### src/rtl/apb_interface_2.sv
// APB slave bridging a byte-wide register file to an OOK RF front end: serial TX shifter and pulse-window RX demodulator.
// APB has zero wait states (PREADY tied high); the RX register is refilled by CMD start, one packet byte per command.
module apb_interface_2 #(
    parameter int BIT_CYCLES = 10000,
    parameter int PULSE_POS  = 5000,
    parameter int PRE_LEN    = 8,
    parameter int PKT_BITS   = 64
) (
    input  logic        i_PCLK,
    input  logic        i_PRESET,
    input  logic        i_PSEL0,
    input  logic        i_PENABLE,
    input  logic        i_PWRITE,
    input  logic [15:0] i_PADDR,
    input  logic [7:0]  i_PWDATA,
    input  logic [7:0]  i_PRDATA,
    input  logic [9:0]  i_BASE_ADDR,
    output logic        o_WR0,
    output logic        o_WR1,
    output logic        o_WR2,
    output logic        o_WR3,
    output logic        o_DR0,
    output logic        o_DR1,
    output logic        o_DR2,
    output logic        o_DR3,
    output logic        PREADY,
    output logic [7:0]  o_PWDATA,
    output logic [7:0]  o_PRDATA,
    input  logic        rfin,
    input  logic        RX,
    output logic        pkt_rec,
    output logic        TX_OUT,
    output logic        sh_en
);

    localparam int TW = $clog2(BIT_CYCLES);
    localparam int PW = $clog2(PRE_LEN + 1);
    localparam int BW = $clog2(PKT_BITS + 1);
    localparam logic [TW-1:0] T_LAST  = TW'(BIT_CYCLES - 1);
    localparam logic [TW-1:0] T_PULSE = TW'(PULSE_POS);
    localparam logic [PW-1:0] PRE_FULL = PW'(PRE_LEN);
    localparam logic [BW-1:0] PKT_LAST = BW'(PKT_BITS - 1);

    localparam logic [5:0] OFF_CFG = 6'h00;
    localparam logic [5:0] OFF_TX  = 6'h04;
    localparam logic [5:0] OFF_CMD = 6'h0C;

    localparam logic [1:0] HUNT = 2'd0;
    localparam logic [1:0] PRE  = 2'd1;
    localparam logic [1:0] DATA = 2'd2;

    logic [5:0] cfg;
    logic [7:0] tx_reg;
    logic [7:0] rx_reg;
    logic       hit, wr, start;
    logic [5:0] offs;
    logic [7:0] status;

    logic          tx_busy;
    logic [7:0]    tx_shift;
    logic [TW-1:0] tx_timer;
    logic [2:0]    tx_bit;

    logic                rf_s1, rf_s2, rf_s3, rf_edge;
    logic [1:0]          rx_state;
    logic [TW-1:0]       rx_timer;
    logic                rx_seen;
    logic [PW-1:0]       pre_cnt;
    logic [BW-1:0]       bit_cnt;
    logic [PKT_BITS-1:0] rx_shift, rx_next, pkt_reg;
    logic [2:0]          rx_idx;

    logic unused_bits;
    assign unused_bits = ^{i_PRDATA, cfg[5:4], cfg[1:0]};

    assign hit    = i_PSEL0 && (i_PADDR[15:6] == i_BASE_ADDR);
    assign offs   = i_PADDR[5:0];
    assign wr     = hit && i_PENABLE && i_PWRITE;
    assign start  = wr && (offs == OFF_CMD) && i_PWDATA[1];
    assign status = {2'b00, rx_idx, RX, pkt_rec, tx_busy};
    assign PREADY = 1'b1;

    always_comb begin
        o_PRDATA = '0;
        if (hit && !i_PWRITE) begin
            case (offs)
                OFF_CFG: o_PRDATA = status;
                OFF_TX:  o_PRDATA = rx_reg;
                default: o_PRDATA = '0;
            endcase
        end
    end

    assign o_WR0 = tx_busy && (cfg[3:2] == 2'd0);
    assign o_WR1 = tx_busy && (cfg[3:2] == 2'd1);
    assign o_WR2 = tx_busy && (cfg[3:2] == 2'd2);
    assign o_WR3 = tx_busy && (cfg[3:2] == 2'd3);
    assign o_DR0 = pkt_rec && (cfg[3:2] == 2'd0);
    assign o_DR1 = pkt_rec && (cfg[3:2] == 2'd1);
    assign o_DR2 = pkt_rec && (cfg[3:2] == 2'd2);
    assign o_DR3 = pkt_rec && (cfg[3:2] == 2'd3);

    always_ff @(posedge i_PCLK) begin
        if (i_PRESET) begin
            cfg      <= '0;
            tx_reg   <= '0;
            o_PWDATA <= '0;
        end else if (wr) begin
            o_PWDATA <= i_PWDATA;
            if (offs == OFF_CFG) cfg    <= i_PWDATA[5:0];
            if (offs == OFF_TX)  tx_reg <= i_PWDATA;
        end
    end

    // TX_OUT and sh_en change on the same edge that begins each bit period.
    always_ff @(posedge i_PCLK) begin
        if (i_PRESET) begin
            tx_busy  <= 1'b0;
            tx_shift <= '0;
            tx_timer <= '0;
            tx_bit   <= '0;
            TX_OUT   <= 1'b0;
            sh_en    <= 1'b0;
        end else begin
            sh_en <= 1'b0;
            if (start && !RX && !tx_busy) begin
                tx_busy  <= 1'b1;
                tx_shift <= tx_reg;
                TX_OUT   <= tx_reg[7];
                sh_en    <= 1'b1;
                tx_timer <= '0;
                tx_bit   <= '0;
            end else if (tx_busy) begin
                if (tx_timer == T_LAST) begin
                    tx_timer <= '0;
                    if (tx_bit == 3'd7) begin
                        tx_busy <= 1'b0;
                        TX_OUT  <= 1'b0;
                    end else begin
                        tx_bit   <= tx_bit + 1'b1;
                        tx_shift <= tx_shift << 1;
                        TX_OUT   <= tx_shift[6];
                        sh_en    <= 1'b1;
                    end
                end else begin
                    tx_timer <= tx_timer + 1'b1;
                end
            end
        end
    end

    assign rf_edge = rf_s2 && !rf_s3;
    assign rx_next = (rx_shift << 1) | {{(PKT_BITS-1){1'b0}}, rx_seen};

    // Every edge re-centres the bit timer on the pulse, so a window closes half a bit after the last pulse.
    always_ff @(posedge i_PCLK) begin
        if (i_PRESET) begin
            rf_s1    <= 1'b0;
            rf_s2    <= 1'b0;
            rf_s3    <= 1'b0;
            rx_state <= HUNT;
            rx_timer <= '0;
            rx_seen  <= 1'b0;
            pre_cnt  <= '0;
            bit_cnt  <= '0;
            rx_shift <= '0;
            pkt_reg  <= '0;
            pkt_rec  <= 1'b0;
            rx_idx   <= '0;
            rx_reg   <= '0;
        end else begin
            rf_s1 <= rfin;
            rf_s2 <= rf_s1;
            rf_s3 <= rf_s2;

            // Bytes leave MSB first: the next unread byte is always at the top of pkt_reg.
            if (start && RX) begin
                if (pkt_rec) begin
                    rx_reg  <= pkt_reg[PKT_BITS-1 -: 8];
                    pkt_reg <= pkt_reg << 8;
                    if (rx_idx == 3'd7) begin
                        pkt_rec <= 1'b0;
                        rx_idx  <= '0;
                    end else begin
                        rx_idx <= rx_idx + 1'b1;
                    end
                end else begin
                    rx_reg <= '0;
                end
            end

            if (!RX) begin
                rx_state <= HUNT;
            end else begin
                case (rx_state)
                    HUNT: begin
                        if (rf_edge) begin
                            rx_state <= PRE;
                            rx_timer <= T_PULSE;
                            rx_seen  <= 1'b1;
                            pre_cnt  <= PW'(1);
                        end
                    end
                    PRE, DATA: begin
                        if (rf_edge) begin
                            rx_timer <= T_PULSE;
                            rx_seen  <= 1'b1;
                            if (rx_state == PRE && !rx_seen) pre_cnt <= pre_cnt + 1'b1;
                        end else if (rx_timer == T_LAST) begin
                            rx_timer <= '0;
                            rx_seen  <= 1'b0;
                            if (rx_state == PRE) begin
                                if (!rx_seen) begin
                                    rx_state <= HUNT;
                                end else if (pre_cnt == PRE_FULL) begin
                                    rx_state <= DATA;
                                    bit_cnt  <= '0;
                                end
                            end else begin
                                rx_shift <= rx_next;
                                bit_cnt  <= bit_cnt + 1'b1;
                                if (bit_cnt == PKT_LAST) begin
                                    pkt_reg  <= rx_next;
                                    pkt_rec  <= 1'b1;
                                    rx_idx   <= '0;
                                    rx_state <= HUNT;
                                end
                            end
                        end else begin
                            rx_timer <= rx_timer + 1'b1;
                        end
                    end
                    default: rx_state <= HUNT;
                endcase
            end
        end
    end

endmodule

### config.mk
export PLATFORM = sky130hd
export DESIGN_NAME = apb_interface_2
export DESIGN_NICKNAME = d
export VERILOG_FILES = /design/src/rtl/apb_interface_2.sv
export SDC_FILE = /design/constraint.sdc
export NUM_CORES = 1
export LEC_CHECK = 0
export ABC_CLOCK_PERIOD_IN_PS = 2940
export CORE_MARGIN = 1
export CORE_UTILIZATION = 40
export DETAILED_ROUTE_END_ITERATION = 12
export PLACE_DENSITY = 0.72
export REMOVE_ABC_BUFFERS = 1
export SYNTH_ARGS = -nofsm -noshare
export SYNTH_HDL_FRONTEND = slang
export SYNTH_SLANG_ARGS = --single-unit
### constraint.sdc
create_clock -name i_PCLK -period 2.94 [get_ports i_PCLK]
set_input_delay 0.882 -clock i_PCLK [delete_from_list [all_inputs] [get_ports i_PCLK]]
set_output_delay 0.882 -clock i_PCLK [all_outputs]
set_load 0.02 [all_outputs]
Yosys cells after proc, flatten, opt, wreduce, memory -nomap -nowiden
Index checks and enable logic that the tools add are counted.
W data, S select, Z words.
- flip-flop bits (word level): 217
- logic and storage cells: 170
- output and inout bits: 28
- equal/unequal tests: 25
- bitwise logic cells: 5
- reductions and logical operators: 44
- multiplexer cells: 68
- add/sub/neg operators: 6
- operators by type and width (operator ; count):
    $mux W64 ; 8
    $or A64 B1 Y64 ; 1
    $mux W14 ; 4
    $mux W7 ; 7
    $add A14 B1 Y14 const B ; 2
    $eq A14 B14 Y1 const B ; 2
    $pmux W14 S2 ; 1
    $mux W3 ; 9
    $mux W1 ; 23
    $logic_and A1 B1 Y1 ; 19
    $mux W8 ; 2
    $pmux W8 S2 ; 1
    $reduce_and A5 Y1 ; 3
    $mux W2 ; 7
    $ne A2 B2 Y1 const B ; 7
    $mux W4 ; 3
    $eq A10 B10 Y1 ; 1
    $reduce_and A3 Y1 ; 3
    $pmux W4 S2 ; 1
    $add A7 B1 Y7 const B ; 1
    $eq A7 B6 Y1 const B ; 1
    $add A3 B1 Y3 const B ; 2
    $eq A2 B2 Y1 const B ; 3
    $eq A3 B3 Y1 const B ; 2
    other kinds (19) ; 35

Depth between registers and ports, before layout
Gate-level depths: netlist (run 1).
- depth after elaboration: 14
- mapped depth: 10
- depth with buffers taken out: 7

Worst setup path after synthesis (run 1)
No wires, ideal clock.
- kind: input port to output port
- start point: input i_PADDR[1]
- end point: output o_PRDATA[6]
- arrival time: 2202 ps
- buffers on the path: 0
- setup slack: -144 ps
- stages: 4
- path through: or4_1 -> nor3_1 -> nand2_1 -> nor3_1
- word-level cells in the longest chain between the ends: 3
- elaborated cells between the ends (all ways): 4
- classes of those cells: 1 x eq/ne; 2 x mux; 1 x reduce/logical
- RTL lines (item ; RTL line ; source):
    start, declared ; 14 ; input logic [15:0] i_PADDR,
    $eq A6 B3 Y1 or $logic_not A6 Y1 (tied branches) ; 86 ; case (offs)
    $pmux W8 S2 * ; 86 ;
    $mux W8 * ; 85 ; if (hit && !i_PWRITE) begin
    end, declared ; 28 ; output logic [7:0] o_PRDATA,
Every way passes the cells marked *; elsewhere a longest branch is shown, timed or not.

Worst setup path in the final report (run 1)
- start point: input i_BASE_ADDR[3]
- end point: output o_PRDATA[7]
- word-level cells in the longest chain between the ends: 4
- RTL lines (item ; RTL line ; source):
    start, declared ; 17 ; input logic [9:0] i_BASE_ADDR,
    $eq A10 B10 Y1 ; 76 ; assign hit = i_PSEL0 && (i_PADDR[15:6] == i_BASE_ADDR);
    $logic_and A1 B1 Y1 ; 76 ;
    $logic_and A1 B1 Y1 ; 85 ;
    $mux W8 ; 85 ;
Every way passes these cells.

==> impl_metrics.toml, run 1 <==
[floorplan]
die_outline_area_sq_mm = 0.0261
floorplan.io_pins = 77
fp-row-count = 58
chipHeight_um = 162
width_of_the_die_um = 162
initial_utilization_pct = 40.6
design.core.area_sq_mm = 0.0251

[global_routing]
first_pass_grt_wire_length_um = 42000
grt_pass1_vias = 8566
number_of_antenna_violations_at_the_first_check_in_global_routing = 0
globalRoute.totalOverflow = 0
maximum_number_of_pins_on_one_net_before_global_route_repair = 61
all_layer_gr_usage_pct = 19.1

[synthesis]
synth_edf_count = 0
synth-compound-area-share_pct = 16.2
synth_top_cell_area_share_pct = 42.2
synth-warning-count = 0
largest_family_of_logic_cells_by_synthesized_area = "simple AND/OR/NAND/NOR gates"
synth-adder-area-share_pct = 1.35
netlist_top_cells_count = "215 x dfxtp_1, 178 x nand2_1, 108 x a21oi_1"
muxShareOfSynthArea_pct = 7.93
synthTopCellsByArea = "dfxtp_1 42%, mux2i_1 7.3%, nand2_1 6.6%"
dominantRegCellSynth = "dfxtp_1"
synth_most_common_cell = "dfxtp_1"
register_area_share_after_synthesis_pct = 42.2
synth_async_sr_flop_share_pct = 0
cell_type_contributing_the_most_total_cell_area_after_synthesis = "dfxtp_1"
post_synth_xor_area_fraction_pct = 2.06
synth.ff_latch_count = 215
post_synth_num_cell_types = 55
postSynthAreaPerCell_sq_um = 8.23
syn-instance-count = 1239
synthSimpleGateAreaFrac_pct = 24.0
syn_area_sq_mm = 0.0102

[pwr]
clock_power_share_pct = 48.2
p_comb_share_pct = 5.3
fin_total_pwr_uw = 6300
power.internal_uw = 4980
p_leak_uw = 0.00444
switchingPower_uw = 1320
seq_power_share_pct = 46.4
pwr_density_cell_mw_per_mm2 = 483
power.ir.vdd_worst_v = 0.000369
switching_share_pct = 20.9

[cells_and_area]
num_antenna_cells = 0
drive_gt1_share_pct = 16.7
multi_input_area_sq_mm = 0.00548
fillcell_total = 2288
syn_to_final_growth_pct = 27.9
utilization_pct = 51.9
area.sequential_sq_mm = 0.00431
final_net_count = 1420
largest_register_ff_count = 64

[timing]
finalSetupViolations = 8
final.hold.worst_slack_ns = 0.452
tightestPinTransition_ns = 0.701
fin_crit_sh_pct = 107
final.min_clock_period_ns = 3.16
grt_setup_unrepaired = "yes"
setup_tns_ns = -1.39
slew_headroom_pct = 52.8
timing.clock.skew_ns = 0.0111
clock.fmax_mhz = 317
drv_slew = 0
final-hold-violation-count = 0
setup_ws_ns = -0.218

[worst_setup_path]
critical_path_required_ns = 2.06
critPathLaunchType = "primary input"
timing.critical_path.slowest_cell_delay_ns = 0.26
crit_fanout = 6
worstSetupEndpointType = "primary output"
worst_r2r_path_depth = 6
timing.critical_path.cells = "dlygate4sd2_1 -> xnor2_2 -> nand3_2 -> nor3_2 -> nand2_2 -> buf_6 -> nor3_2 -> buf_4"
worstPathArrival_ns = 2.28
crit_path_top_delay_cell = "dlygate4sd2_1"
crit_path_frequent_cell = "nor3_2"
setup.worst_path.class = "in -> out"

[routing]
postRouteAntennaNets = 0
drt-total-wl_um = 26000
drt-pass1-iter-count = 5
initialDrtViolationCount = 647
post_drt_via_cell_ratio = 5.40
routed_wire_length_per_instance_um = 15.2
vias = 9202
number_of_remaining_drc_errors = 0

[run]
cap_viol_max_count = 0

[clocking]
cts_max_level = 1
clk_pin_slew_ns = 0.06
tritoncts_clock_tree = "done"
cts.path.max_buffers = 3
cts.root.buffer_cell = "clkbuf_16"
cts-buffers-inserted = 23
cts_sinks = 215
clk-insertion-delay-late_ns = 0.51
ctsHoldBuffers = 0

[placed_design]
gp_congestion = 0.869
dp.final_hpwl_um = 16200
io_buffer_count = 67
setup_ws_pre_cts_ns = -1.07

[hold_path]
worstHoldPathType = "reg -> reg"
min_path_cells = 2

[status]
failed_checks = "setup timing"
outcome = "finished with violations"
power by group through the flow:
stage	logic [uW]	registers (uW)	clock network (uW)
final	335	2920	3040
after global routing	356	2920	3210
after CTS	307	2920	3100
after detailed placement	251	2990	0
after global placement	248	2990	0
after floorplan	75.7	2990	0
cell usage in the layout (no fill, tap or decap), types with 7 or more instances in the layout:
cell type,instances
clkdlybuf4s50_1,33
buf_4,100
xor2_1,7
buf_6,14
buf_12,17
dfxtp_1,214
nand4b_1,13
ha_1,11
nor4_1,8
nor3_1,13
nand2_1,177
and3_1,12
xnor2_1,7
o21ai_0,63
nor2_1,74
xnor2_2,10
clkbuf_16,25
clkbuf_2,7
nand2b_1,68
nand3_1,34
nand4_1,17
nand3b_1,7
a21oi_1,108
o211ai_1,11
mux2i_1,72
inv_1,68
a41oi_1,59
timing repair:
action / CTS / global route
pin swaps: 23 / 25
endpoints found under the setup margin: 11 / 129
gates resized for setup: 122 / 35
buffers inserted: 32 / 8
gates cloned: 0 / 3
cells by family after synthesis:
| group | after synthesis |
|---|---|
| compound gates | 266 |
| xor+xnor | 24 |
| fa+ha+maj | 11 |
| buf+inv | 160 |
| flops | 215 |
| mux | 80 |
| other cells | 1 |
| simple gates | 482 |
routing by layer:
metal | GRT usage (%) | routed length (um) | vias to the layer above
met5 | 0 | 0 | -
met4 | 4.12 | 444 | 0
met3 | 3.17 | 1300 | 38
met2 | 32.5 | 12400 | 206
met1 | 25.2 | 11800 | 4371
li1 | - | - | 4587
critical path, delay by kind of cell:
| kind | cells | cell delay (ns) |
|---|---|---|
| XOR/XNOR | 1 | 0.25 |
| AND/OR/NAND/NOR | 4 | 0.57 |
| buffers and inverters | 3 | 0.58 |
through the flow:
stage                     instance area (sq um)  cells
after floorplan                            9820   1147
final                                     13000   1705
after global placement                    11800   1626
after CTS                                 12900   1698
after detailed placement                  11800   1626
after global routing                      13000   1705
final timing paths:
kind / startpoint / endpoint / slack, ns
setup / recovery: i_BASE_ADDR[3] / o_PRDATA[7] / -0.22
hold / removal: rx_reg[4] / rx_reg[4] / 0.45
setup reg to reg: rx_timer[6] / rx_shift[37] / 0.39
hold reg to reg: rx_reg[4] / rx_reg[4] / 0.45
area by class of cell:
cell class | count | share of cell area [%]
Timing Repair Buffer | 188 | 13.7
Multi-Input combinational cell | 864 | 42.1
Sequential cell | 215 | 33.0
Clock inverter | 9 | 1.13
Tap cell | 330 | 3.17
Inverter | 68 | 1.96
Clock buffer | 31 | 4.95
Power figures use the tool's default switching activity.
==> run 2: changes to the inputs <==
Settings changed: ABC_CLOCK_PERIOD_IN_PS 2940 to 3400, PLACE_DENSITY 0.72 to 0.7.
Clock period 2.94 ns to 3.4 ns, I/O delays scaled along.
==> run 2 against run 1 <==
  * The flow now finishes without violations
  * Sequential share of layout area up 0.91 points
  * Utilization down 1.4 points
  * Combinational power down 11%
  * Via count up 0.46%
  * Design area down 2.7%
  * Worst setup slack better by 0.24 ns
  * Register-to-register slack better by 0.47 ns
  * Power down 14%
  * Final cell count down 0.82%
  * Sequential cell count unchanged
  * Hold slack worse by 0.0027 ns
  * Clock skew up 0.0089 ns
==> impl_metrics.toml, run 2 (synthesis results as in run 1) <==
[routing]
initialDrtViolationCount = 774
postRouteAntennaNets = 0
drt-total-wl_um = 26000
post_drt_via_cell_ratio = 5.47
drt-pass1-iter-count = 5
vias = 9244
number_of_remaining_drc_errors = 0
routed_wire_length_per_instance_um = 15.4

[run]
cap_viol_max_count = 0

[floorplan]
width_of_the_die_um = 162
floorplan.io_pins = 77
initial_utilization_pct = 40.6
fp-row-count = 58
design.core.area_sq_mm = 0.0251
chipHeight_um = 162
die_outline_area_sq_mm = 0.0261

[hold_path]
min_path_cells = 1
worstHoldPathType = "reg -> reg"

[global_routing]
first_pass_grt_wire_length_um = 42000
all_layer_gr_usage_pct = 19.0
maximum_number_of_pins_on_one_net_before_global_route_repair = 71
grt_pass1_vias = 8635
number_of_antenna_violations_at_the_first_check_in_global_routing = 0
globalRoute.totalOverflow = 0

[worst_setup_path]
critical_path_required_ns = 2.38
crit_fanout = 7
worst_r2r_path_depth = 6
worst-r2r-setup-slack_ns = 0.86
setup.worst_path.class = "in -> out"
worstSetupEndpointType = "primary output"
critPathLaunchType = "primary input"
worstPathArrival_ns = 2.36

[clocking]
cts.root.buffer_cell = "clkbuf_16"
cts.path.max_buffers = 3
tritoncts_clock_tree = "done"
cts_sinks = 215
cts_max_level = 1
ctsHoldBuffers = 0
clk_pin_slew_ns = 0.05
cts-buffers-inserted = 24
clk-insertion-delay-late_ns = 0.52

[timing]
timing.clock.skew_ns = 0.0200
final.min_clock_period_ns = 3.38
grt_setup_unrepaired = "yes"
final-hold-violation-count = 0
clock.fmax_mhz = 296
setup_ws_ns = 0.0168
finalSetupViolations = 0
drv_slew = 0
fin_crit_sh_pct = 99.5
tightestPinTransition_ns = 0.737
slew_headroom_pct = 50.4
setup_tns_ns = 0

[status]
outcome = "finished clean"

[cells_and_area]
largest_register_ff_count = 64
fillcell_total = 2370
syn_to_final_growth_pct = 24.4
final_net_count = 1405
layout_common_cells = "215 x dfxtp_1, 177 x nand2_1, 108 x a21oi_1"
drive_gt1_share_pct = 14.9
mostFrequentLayoutCell = "dfxtp_1"
num_antenna_cells = 0

[placed_design]
io_buffer_count = 67
gp_congestion = 0.831
setup_ws_pre_cts_ns = -0.886
dp.final_hpwl_um = 15700

[pwr]
p_leak_uw = 0.00433
pwr_density_cell_mw_per_mm2 = 426
power.ir.vdd_worst_v = 0.000329
## run 2: stage by stage
step / power, uW / hold WS, ns / instances / utilization (%) / instance area (sq um)
detailed placement: 2790 / 0.426 / 1598 / 45.6 / 11400
finish: 5410 / 0.449 / 1691 / 50.5 / 12700
floorplan: 2650 / 0.414 / 1147 / - / 9820
global route: 5590 / 0.472 / 1691 / 50.5 / 12700
CTS: 5430 / 0.451 / 1682 / 50.1 / 12600
global placement: 2790 / 0.431 / 1598 / 45.6 / 11400
## run 2: worst max-delay path: stages
cell and delay, ns:
clkdlybuf4s15_1 0.22, xnor2_2 0.19, nand4_1 0.21, nor3_4 0.22, nand2_4 0.10, buf_6 0.15
nor2_4 0.11, buf_6 0.13
## run 2: repair_timing
item | in CTS | in global routing
gates cloned | 0 | 2
setup buffers | 42 | 7
endpoints found under the setup margin | 8 | 62
gates resized for setup | 81 | 38
pin swaps | 18 | 17
## run 2: worst paths after layout
check	endpoint	startpoint
min reg2reg	rf_s2	rf_s1
max reg2reg	bit_cnt[5]	rx_timer[6]
min	rf_s2	rf_s1
max	o_PRDATA[4]	i_BASE_ADDR[8]
## run 2: layout make-up
type	count	area, sq um	share of cell area, %
clock buffers	35	703	5.54
clock inverters	7	85.1	0.671
inverters	68	255	2.01
multi-input cells	864	5430	42.8
flip-flops and latches	215	4300	33.9
well taps	330	413	3.25
repair buffers	172	1500	11.8
## run 2: where the power goes
part / leakage, uW / switching, uW / internal (uW) / total [uW]
Clock: 0.000392 / 1000 / 1580 / 2580
Sequential: 0.00173 / 4.42 / 2520 / 2530
Combinational: 0.00220 / 135 / 163 / 297
## run 2: layer usage
metal / part of all wire, % / GRT usage, % / wire (um)
met5: 0 / 0 / 0
met4: 2.2 / 4.33 / 562
met3: 4.3 / 2.66 / 1130
met2: 47 / 32.5 / 12300
met1: 46 / 25.2 / 12100
